--- src/rtl/adder_arbiter_2ch.sv ---
// ---------------------------------------------------------------------------
// adder_arbiter_2ch
//
// Shares one full_add_8bit between two requesters. A winner is picked in
// IDLE, its operands are captured into registers that feed the adder, and
// the registered sum/carry is returned with the owning channel's index over
// a valid/ready response handshake.
//
// Build option:
//   ADD_ARB_RR_EN  defined   -> round-robin between the channels
//                  undefined -> fixed priority, channel 0 wins
//
// Ports:
//   clk, rst            clock, synchronous active-high reset
//   req0/req1           channel requests (held until granted)
//   a0,b0,cin0          channel 0 operands
//   a1,b1,cin1          channel 1 operands
//   gnt0/gnt1           one-cycle grant pulse, coincident with capture
//   rsp_valid/rsp_ready response handshake
//   rsp_sum/rsp_cout    registered 8-bit sum and carry-out
//   rsp_id              channel that owns the current response
// ---------------------------------------------------------------------------

// Plain 8-bit ripple-style adder; the arbiter owns exactly one of these.
module full_add_8bit (
    input  logic [7:0] a,
    input  logic [7:0] b,
    input  logic       cin,
    output logic [7:0] sum,
    output logic       cout
);

    // Widen everything to 9 bits so the carry lands in the top bit.
    assign {cout, sum} = {1'b0, a} + {1'b0, b} + {8'b0, cin};

endmodule

module adder_arbiter_2ch (
    input  logic       clk,
    input  logic       rst,
    input  logic       req0,
    input  logic       req1,
    input  logic [7:0] a0,
    input  logic [7:0] b0,
    input  logic       cin0,
    input  logic [7:0] a1,
    input  logic [7:0] b1,
    input  logic       cin1,
    output logic       gnt0,
    output logic       gnt1,
    output logic       rsp_valid,
    input  logic       rsp_ready,
    output logic [7:0] rsp_sum,
    output logic       rsp_cout,
    output logic       rsp_id
);

    typedef enum logic [1:0] {
        IDLE,
        CALC,
        RESP
    } state_t;

    state_t     state;
    logic [7:0] op_a;
    logic [7:0] op_b;
    logic       op_cin;
    logic       last_id;

    logic [7:0] add_sum;
    logic       add_cout;
    logic       grant_any;
    logic       grant_id;

    // The shared adder only ever sees the captured operands, so its result
    // is stable for the whole CALC cycle regardless of what the requesters do.
    full_add_8bit u_add (
        .a    (op_a),
        .b    (op_b),
        .cin  (op_cin),
        .sum  (add_sum),
        .cout (add_cout)
    );

    // Grant decode. Grants exist only in IDLE; in round-robin mode a tie
    // goes to the channel that did not win last time.
    always_comb begin
        gnt0 = 1'b0;
        gnt1 = 1'b0;
        if (state == IDLE) begin
`ifdef ADD_ARB_RR_EN
            gnt0 = req0 & (~req1 | last_id);
            gnt1 = req1 & (~req0 | ~last_id);
`else
            gnt0 = req0;
            gnt1 = req1 & ~req0;
`endif
        end
        grant_any = gnt0 | gnt1;
        grant_id  = gnt1;
    end

    // Sequencer: IDLE captures the winner, CALC registers the adder result,
    // RESP holds it until the consumer takes it. Reset drops any result in
    // flight and makes channel 0 the first round-robin winner.
    always_ff @(posedge clk) begin
        if (rst) begin
            state     <= IDLE;
            op_a      <= 8'h00;
            op_b      <= 8'h00;
            op_cin    <= 1'b0;
            last_id   <= 1'b1;
            rsp_valid <= 1'b0;
            rsp_sum   <= 8'h00;
            rsp_cout  <= 1'b0;
            rsp_id    <= 1'b0;
        end else begin
            // Grants only happen in IDLE, so this tracks the last winner.
            last_id <= grant_any ? grant_id : last_id;
            case (state)
                IDLE: begin
                    if (grant_any) begin
                        op_a   <= grant_id ? a1 : a0;
                        op_b   <= grant_id ? b1 : b0;
                        op_cin <= grant_id ? cin1 : cin0;
                        rsp_id <= grant_id;
                        state  <= CALC;
                    end
                end
                CALC: begin
                    rsp_sum   <= add_sum;
                    rsp_cout  <= add_cout;
                    rsp_valid <= 1'b1;
                    state     <= RESP;
                end
                RESP: begin
                    if (rsp_valid && rsp_ready) begin
                        rsp_valid <= 1'b0;
                        state     <= IDLE;
                    end
                end
                default: begin
                    state <= IDLE;
                end
            endcase
        end
    end

endmodule

--- config.mk ---
export PLATFORM = sky130hd
export DESIGN_NAME = adder_arbiter_2ch
export DESIGN_NICKNAME = d
export VERILOG_FILES = /design/src/rtl/adder_arbiter_2ch.sv
export SDC_FILE = /design/constraint.sdc
export NUM_CORES = 1
export LEC_CHECK = 0
export BUFFER_PORTS_ARGS = -buffer_cell sky130_fd_sc_hd__clkbuf_2
export CAP_MARGIN = 5
export CORE_UTILIZATION = 54
export DETAILED_ROUTE_END_ITERATION = 16
export GPL_TIMING_DRIVEN = 1
export PLACE_DENSITY_LB_ADDON = 0.08
export SKIP_CTS_REPAIR_TIMING = 1
export SYNTH_ARGS = -nofsm -noshare
export SYNTH_HDL_FRONTEND = slang
export SYNTH_SLANG_ARGS = --single-unit
--- constraint.sdc ---
create_clock -name clk -period 2.9 [get_ports clk]
set_input_delay 0.145 -clock clk [delete_from_list [all_inputs] [get_ports clk]]
set_output_delay 0.145 -clock clk [all_outputs]
set_load 0.005 [all_outputs]
==> run metrics, run 1 <==
non-filler cells, final=255; I/O Buffers=51; Post-synth EDFFs=0; hold path depth=4; Worst EP required=3.16 ns; Slew Limit Fails=0; ANT nets after route=0; Avg Cell Area, Syn=9.39 sq um; Post-synth ARST share=0; initial antenna violation count=0; Worst-Skew Late Latency=0.33 ns; clock slew at reported path FFs=0.09 ns; Synth area leader=dfxtp_1; Synth Register Bits=30; min Tclk post-route=2.11 ns; Min-Delay Startpoint=rsp_ready; # H-tree levels=2; synth warn=0; vias per cell=5.71; RSZ-0062 raised after global routing=no; Cell variety after synth=41; Final Core Density=0.691; Ant. Diodes=0; cells after synthesis=175; NumNets Final=271; GRT Total Usage=0.239; Cell Pwr Density=574 nW/um^2; pre-CTS WS=0.836 ns; Synth top cells by count=dfxtp_1 (30), nor2_1 (21), mux2i_1 (17); register area share after synthesis=0.365; Leakage=0.861 nW; mapped cell area=1640 sq um; final hold viol count=0; Reg-to-Reg Start=op_a[0]$_SDFFE_PP0P_; final worst setup slack=0.795 ns; Slew @ Worst Pin=0.742 ns; initial core utilization=0.581; number of setup violations in the final report=0; CTS Buf Count=5; WHS Endpoint=state[1]$_SDFFE_PP0P_; CP Capture Type=register; syn_nets=223; CP Launch Type=register; r2r setup slk=0.79 ns; post-synth top area share=0.365; largest cells by area after synthesis=dfxtp_1 (37%), mux2i_1 (10%), a211oi_2 (6.8%), ha_1 (5.3%), nor2_1 (4.8%); total die area=3270 sq um; die height=57.2 microns; vias in the first global route=1377; CTS root buf=clkbuf_4; clock tree from TritonCTS=yes; Worst VDD drop=0.429 mV; max_slew headroom=0.505; crit path DAT=2.36 ns; Initial DRC Count=44; Worst setup startpoint=op_a[0]$_SDFFE_PP0P_; top-count cell post-synth=dfxtp_1; Post-Place Cells=247; vias=1457; TNS Setup=0 ns; GRT overflow=0; Pre-antenna DRT Iters=10; hold_ws=0.114 ns; DRT Wirelength=3460 microns; synthesis-to-layout area growth=19.0%; critical path type=reg -> reg; wire length on met3=174 microns; Met1 Wirelength=1360 microns; Main synth FF type=dfxtp_1; Bufs on Longest Clock Path=2; Hold Path Class=in -> reg; failing checks=design-rule violations; Core Rows=19; die span in x=57.2 microns; pin count of the biggest net entering global routing=35; routed len/inst=13.6 microns; # Max-Cap Violations=0; GPL Wtd Cong=0.729; Fmax=475 MHz; reg-to-reg endpoint=rsp_sum[6]$_SDFFE_PP0P_; worst r2r path cells=6; Tcrit/Tclk final=0.726; Setup Skew=0.00293 ns; core area=2830 sq um; met2 wire len=1890 microns; first-pass GRT wire length=5890 microns; layout cells sized above 1=0.321; CP Max Fanout=2; CTS sink count=30; # DRC=2; final HPWL from detailed placement=2620 microns; Top Layer Used=met4; status=complete, but fails checks; I/O pins=52
[worst max-delay path by stage]
stage,slack [ns],end,cells past startpoint
6_report,0.79,rsp_sum[6]$_SDFFE_PP0P_,6
5_1_grt,0.75,rsp_sum[6]$_SDFFE_PP0P_,6
4_1_cts,0.81,rsp_sum[6]$_SDFFE_PP0P_,6
3_5_place_dp,0.84,rsp_sum[6]$_SDFFE_PP0P_,6
3_3_place_gp,0.91,rsp_sum[6]$_SDFFE_PP0P_,6
2_1_floorplan,0.97,rsp_sum[6]$_SDFFE_PP0P_,6
[layout make-up]
class	count	area (sq um)
Multi-Input combinational cell	131	960
Timing Repair Buffer	53	270
Inverter	2	7.51
Tap cell	31	38.8
Sequential cell	30	601
Clock buffer	8	78.8
Fill cell	247	873
[flip-flops by register name, summed over array words and instances (netlist names)]
name and flops:
op_a 8, op_b 8, rsp_sum 8, state 2, op_cin 1, rsp_cout 1, rsp_id 1, rsp_valid 1
[placed cells by master (no fill, tap or decap), types with 2 or more instances in the layout]
master	Yosys	routed
nor2b_1	2	2
a21oi_1	14	14
buf_4	1	2
mux2i_1	17	17
ha_1	7	7
clkbuf_8	0	3
fa_1	2	2
a211oi_1	10	10
dfxtp_1	30	30
a21o_1	2	2
inv_1	2	2
o21ai_0	4	4
nand2_1	12	12
clkbuf_2	0	51
and2_1	2	2
a211oi_2	9	9
clkbuf_4	0	5
nand3_1	6	6
nor3_1	4	4
nor2_1	21	21
[report_power, final]
group / switching [W] / total [W] / internal [W]
clock network: 0.000145 / 0.000311 / 0.000165
logic: 0.000167 / 0.000307 / 0.000140
registers: 0.0000407 / 0.000505 / 0.000464
total: 0.000352 / 0.00112 / 0.000770
[per-layer routing]
metal  up-vias  track usage
li1        735            -
met1       678        0.258
met4         0       0.0732
met3         6       0.0748
met5         -            0
met2        38        0.444
[metrics by stage]
stage               area (sq um)  total power [W]
CTS                         1960          0.00113
detailed placement          1880         0.000822
finish                      1960          0.00112
global route                1960          0.00120
global placement            1880         0.000808
floorplan                   1640         0.000735
[worst max-delay path: stages (launching register included)]
cell      delay [ns]
dfxtp_1         0.34
fa_1            0.47
fa_1            0.43
a21o_1          0.21
a211o_1         0.32
a21o_1          0.17
o211ai_1        0.08
[cells by family after synthesis]
family          after synthesis  share of synthesized area
buf+inv                      14                     0.0548
flops                        30                      0.365
fa+ha+maj                     9                     0.0776
simple gates                 57                      0.177
mux                          17                      0.103
xor+xnor                      2                     0.0107
compound gates               46                      0.212
Power figures use the tool's default switching activity.
==> inputs of run 2 (changes only) <==
Settings changed: CORE_UTILIZATION 54 to 50.
Clock period 2.9 ns to 2.1 ns, I/O delays scaled along.
==> run metrics, run 2 (synthesized netlist as in run 1, its figures left out) <==
Fmax=511 MHz (+7.5%); routed len/inst=12.6 microns (-7.4%); clock slew at reported path FFs=0.10 ns (about the same); ANT nets after route=0 (unchanged); core area=3080 sq um (+8.8%); GRT overflow=0 (unchanged); Cell Pwr Density=757 nW/um^2 (+32%); CP Capture Type=register; CP max stage delay=0.41 ns (-0.06 ns); die span in x=59.3 microns (+3.8%); die height=59.3 microns (+3.8%); vias=1433 (-1.6%); max_slew headroom=0.598 (+0.0924); Sequential cell area=601 sq um (unchanged); Worst-Skew Late Latency=0.33 ns (about the same); Slew Limit Fails=0 (unchanged); layout cells sized above 1=0.332 (+0.0104); crit path DAT=2.22 ns (-0.14 ns); Leakage=0.858 nW (-0.39%); initial antenna violation count=0 (unchanged); r2r setup slk=0.14 ns (-0.65 ns); pin count of the biggest net entering global routing=35 (unchanged); Pre-antenna DRT Iters=4 (-6); Bufs on Longest Clock Path=2 (unchanged); final hold viol count=0 (unchanged); WHS Endpoint=op_b[3]$_SDFFE_PP0P_; vias per cell=5.31 (-7.1%); synthesis-to-layout area growth=20.0%; Initial DRC Count=59 (+34%); Reg-to-Reg Start=op_a[0]$_SDFFE_PP0P_; worst r2r path cells=6 (unchanged); NumNets Final=273 (+0.74%); CTS root buf=clkbuf_4; final HPWL from detailed placement=2600 microns (-0.84%); Tcrit/Tclk final=0.932 (+0.207); final worst setup slack=0.142 ns (-0.653 ns); CP max stage cell=fa_2; I/O pins=52 (unchanged); CP Max Fanout=2 (unchanged); TNS Setup=0 ns (unchanged); status=completed; vias in the first global route=1398 (+1.5%); reg-to-reg endpoint=rsp_sum[6]$_SDFFE_PP0P_; Worst EP required=2.36 ns (-0.80 ns); pre-CTS WS=0.0584 ns (-0.777 ns); first-pass GRT wire length=5760 microns (-2.2%); critical path type=reg -> reg; Setup Skew=0.00753 ns (+0.00460 ns); fillcell total=263 (+6.5%); Ant. Diodes=0 (unchanged); min Tclk post-route=1.96 ns (-0.147 ns); Core Rows=20 (+1); clock tree from TritonCTS=yes; # DRC=0 (-2); commonest non-fill, non-tap cell in the layout=clkbuf_2; Min-Delay Startpoint=b0[3]; leading cell types in the layout, fill and taps excluded=clkbuf_2 (51), dfxtp_1 (30), nor2_1 (21); # H-tree levels=2 (unchanged); RSZ-0062 raised after global routing=no; CP top delay family=compound AO/OA/AOI/OAI gates; GPL Wtd Cong=0.816 (+12%); Slew @ Worst Pin=0.602 ns (-0.140 ns); CTS Buf Count=5 (unchanged); Multi-input gate area=965 sq um (+0.52%); Worst VDD drop=0.486 mV (+13%); Hold Path Class=in -> reg; hold path depth=3 (-1); GRT Total Usage=0.220 (-0.0191); DRT Wirelength=3390 microns (-2.0%); CP Launch Type=register; largest registers=op_a x8, op_b x8, rsp_sum x8; CTS sink count=30 (unchanged); I/O Buffers=51 (unchanged); total die area=3520 sq um (+7.7%); crit-path cells=fa_2 > fa_2 > a21o_1 > a211o_1 > a21o_1 > o211ai_1; crit path buf inv count=0 (unchanged); # Max-Cap Violations=0 (unchanged); initial core utilization=0.534 (-0.0470); number of setup violations in the final report=0 (unchanged)
run 2: stage by stage:
step | area [sq um] | util | instances | hold WS [ns] | power (W)
global route | 1970 | 0.641 | 270 | 0.0791 | 0.00160
detailed placement | 1910 | 0.620 | 262 | 0.434 | 0.00114
finish | 1970 | 0.641 | 270 | 0.0831 | 0.00149
global placement | 1910 | 0.620 | 262 | 0.419 | 0.00112
CTS | 1970 | 0.639 | 270 | 0.0732 | 0.00150
floorplan | 1640 | - | 175 | 0.293 | 0.00102
run 2: routing by layer:
metal | GRT usage | vias to the layer above | share of wire
li1 | - | 745 | -
met1 | 0.236 | 653 | 0.44
met5 | 0 | - | 0
met3 | 0.0742 | 4 | 0.045
met4 | 0.0510 | 0 | 0.0089
met2 | 0.409 | 31 | 0.50
run 2: cell type report:
type | count | share of cell area
Sequential cell | 30 | 0.304
Clock buffer | 7 | 0.0279
Clock inverter | 1 | 0.00254
Timing Repair Buffer | 55 | 0.145
Inverter | 2 | 0.00380
Multi-Input combinational cell | 131 | 0.489
Tap cell | 44 | 0.0279
run 2: power breakdown:
part	total (W)	internal [W]	leakage (nW)	switching, W
Combinational	0.000429	0.000199	0.574	0.000229
Sequential	0.000697	0.000641	0.248	0.0000562
Clock	0.000367	0.000162	0.0353	0.000205
Total	0.00149	0.00100	0.858	0.000490
run 2: how the worst max path moves through the flow:
stage | startpoint | end | cells after the start
floorplan | op_a[0]$_SDFFE_PP0P_ | rsp_sum[6]$_SDFFE_PP0P_ | 6
global placement | op_a[0]$_SDFFE_PP0P_ | rsp_sum[6]$_SDFFE_PP0P_ | 6
detailed placement | op_a[0]$_SDFFE_PP0P_ | rsp_sum[6]$_SDFFE_PP0P_ | 6
CTS | op_a[0]$_SDFFE_PP0P_ | rsp_sum[6]$_SDFFE_PP0P_ | 6
global route | op_a[0]$_SDFFE_PP0P_ | rsp_sum[6]$_SDFFE_PP0P_ | 6
finish | op_a[0]$_SDFFE_PP0P_ | rsp_sum[6]$_SDFFE_PP0P_ | 6
run 2: worst min-delay path, stage by stage:
cell and delay [ns]:
clkbuf_2 0.08, mux2i_1 0.11, a211oi_1 0.08
==> inputs of run 3 (changes only) <==
Settings changed: CORE_MARGIN set to 3.
==> run metrics, run 3 (synthesized netlist as in run 1, its figures left out) <==
Worst EP required=2.36 ns (about the same); Ant. Diodes=0 (unchanged); number of setup violations in the final report=0 (unchanged); leading cell types in the layout, fill and taps excluded=clkbuf_2 (51), dfxtp_1 (30), nor2_1 (21); first-pass GRT wire length=6180 microns (+7.2%); commonest non-fill, non-tap cell in the layout=clkbuf_2; Final Core Density=0.641 (about the same); clock tree from TritonCTS=yes; Tcrit/Tclk final=0.972 (+0.0400); Pre-antenna DRT Iters=4 (unchanged); GRT overflow=0 (unchanged); CTS Buf Count=5 (unchanged); NumNets Final=273 (unchanged); non-filler cells, final=270 (unchanged); final HPWL from detailed placement=2680 microns (+2.9%); clock slew at reported path FFs=0.10 ns (about the same); fillcell total=300 (+14%); largest registers=op_a x8, op_b x8, rsp_sum x8; ANT nets after route=0 (unchanged); Multi-input gate area=962 sq um (-0.26%); layout cells sized above 1=0.332 (unchanged); die height=63.3 microns (+6.7%); vias=1459 (+1.8%); Fmax=490 MHz (-4.1%); GPL Wtd Cong=0.848 (+3.9%); pin count of the biggest net entering global routing=35 (unchanged); total die area=4010 sq um (+14%); CP Capture Type=register; final hold viol count=0 (unchanged); Sequential cell area=601 sq um (unchanged); Final Cell Area=1990 sq um (+0.82%); CTS root buf=clkbuf_4; # H-tree levels=2 (unchanged); vias in the first global route=1460 (+4.4%); r2r setup slk=0.06 ns (-0.08 ns); worst r2r path cells=6 (unchanged); I/O Buffers=51 (unchanged); crit path DAT=2.30 ns (+0.08 ns); synthesis-to-layout area growth=21.0%; Initial DRC Count=80 (+36%); hold path depth=3 (unchanged); Slew Limit Fails=0 (unchanged); Slew @ Worst Pin=0.561 ns (-0.0414 ns); max_slew headroom=0.625 (+0.0277); critical path type=reg -> reg; TNS Setup=0 ns (unchanged); CP Max Fanout=2 (unchanged); CP Launch Type=register; Post-Place Cells=262 (unchanged); # Max-Cap Violations=0 (unchanged); DRT Wirelength=3540 microns (+4.5%); initial core utilization=0.530 (-0.00431); Core Rows=20 (unchanged); min Tclk post-route=2.04 ns (+0.0841 ns); die span in x=63.3 microns (+6.7%); vias per cell=5.40 (+1.8%); Setup Skew=0.00819 ns (+0.000653 ns); Hold Path Class=in -> reg; GRT Total Usage=0.192 (-0.0275); CTS sink count=30 (unchanged); core area=3100 sq um (+0.81%); status=completed; routed len/inst=13.1 microns (+4.5%); Leakage=0.868 nW (+1.3%); Bufs on Longest Clock Path=2 (unchanged); RSZ-0062 raised after global routing=no; DP Area=1910 sq um (unchanged); Cell Pwr Density=782 nW/um^2 (+3.3%); I/O pins=52 (unchanged); Worst VDD drop=0.457 mV (-5.8%); initial antenna violation count=0 (unchanged); # DRC=0 (unchanged); Worst-Skew Late Latency=0.33 ns (about the same)
## run 3: changes by cell type in the layout (fill, tap and decap cells not counted)
cell | previous run | this run
fa_2 | 2 | 1
clkbuf_8 | 1 | 3
clkinv_2 | 1 | 0
fa_1 | 0 | 1
clkbuf_1 | 1 | 0
## run 3: metrics by stage
| step | power (W) | worst slack (ns) | hold WS [ns] |
|---|---|---|---|
| after floorplan | 0.00102 | 0.171 | 0.293 |
| after global placement | 0.00112 | 0.109 | 0.418 |
| after detailed placement | 0.00114 | 0.0548 | 0.439 |
| after global routing | 0.00166 | 0.00134 | 0.0988 |
| final | 0.00156 | 0.0578 | 0.0805 |
| after CTS | 0.00157 | 0.0189 | 0.0777 |
## run 3: layer usage
metal / up-vias / wire length, microns / global-route usage
li1: 742 / - / -
met1: 663 / 1430 / 0.203
met2: 44 / 1850 / 0.352
met3: 10 / 184 / 0.0446
met4: 0 / 82 / 0.0970
met5: - / 0 / 0
## run 3: final cells by class
| cell class | instances | area share |
|---|---|---|
| clock buffers | 8 | 0.0396 |
| inverters | 2 | 0.00377 |
| multi-input cells | 131 | 0.484 |
| flip-flops and latches | 30 | 0.302 |
| well taps | 44 | 0.0277 |
| repair buffers | 55 | 0.143 |
## run 3: where the power goes
part	switching (W)	total (W)	internal, W	leakage, nW
logic	0.000229	0.000428	0.000199	0.576
registers	0.0000569	0.000698	0.000641	0.248
clock network	0.000201	0.000430	0.000229	0.0446
total	0.000487	0.00156	0.00107	0.868
## run 3: worst paths after layout
check / start / end
max: op_a[0]$_SDFFE_PP0P_ / rsp_sum[6]$_SDFFE_PP0P_
min reg2reg: rsp_sum[3]$_SDFFE_PP0P_ / rsp_sum[3]$_SDFFE_PP0P_
min: b0[1] / op_b[1]$_SDFFE_PP0P_
max reg2reg: op_a[0]$_SDFFE_PP0P_ / rsp_sum[6]$_SDFFE_PP0P_
## run 3: worst max-delay path, stage by stage, from the launching register on
cell and delay (ns):
dfxtp_1 0.35, fa_1 0.48, fa_2 0.38, a21o_1 0.20
a211o_1 0.31, a21o_1 0.17, o211ai_1 0.08
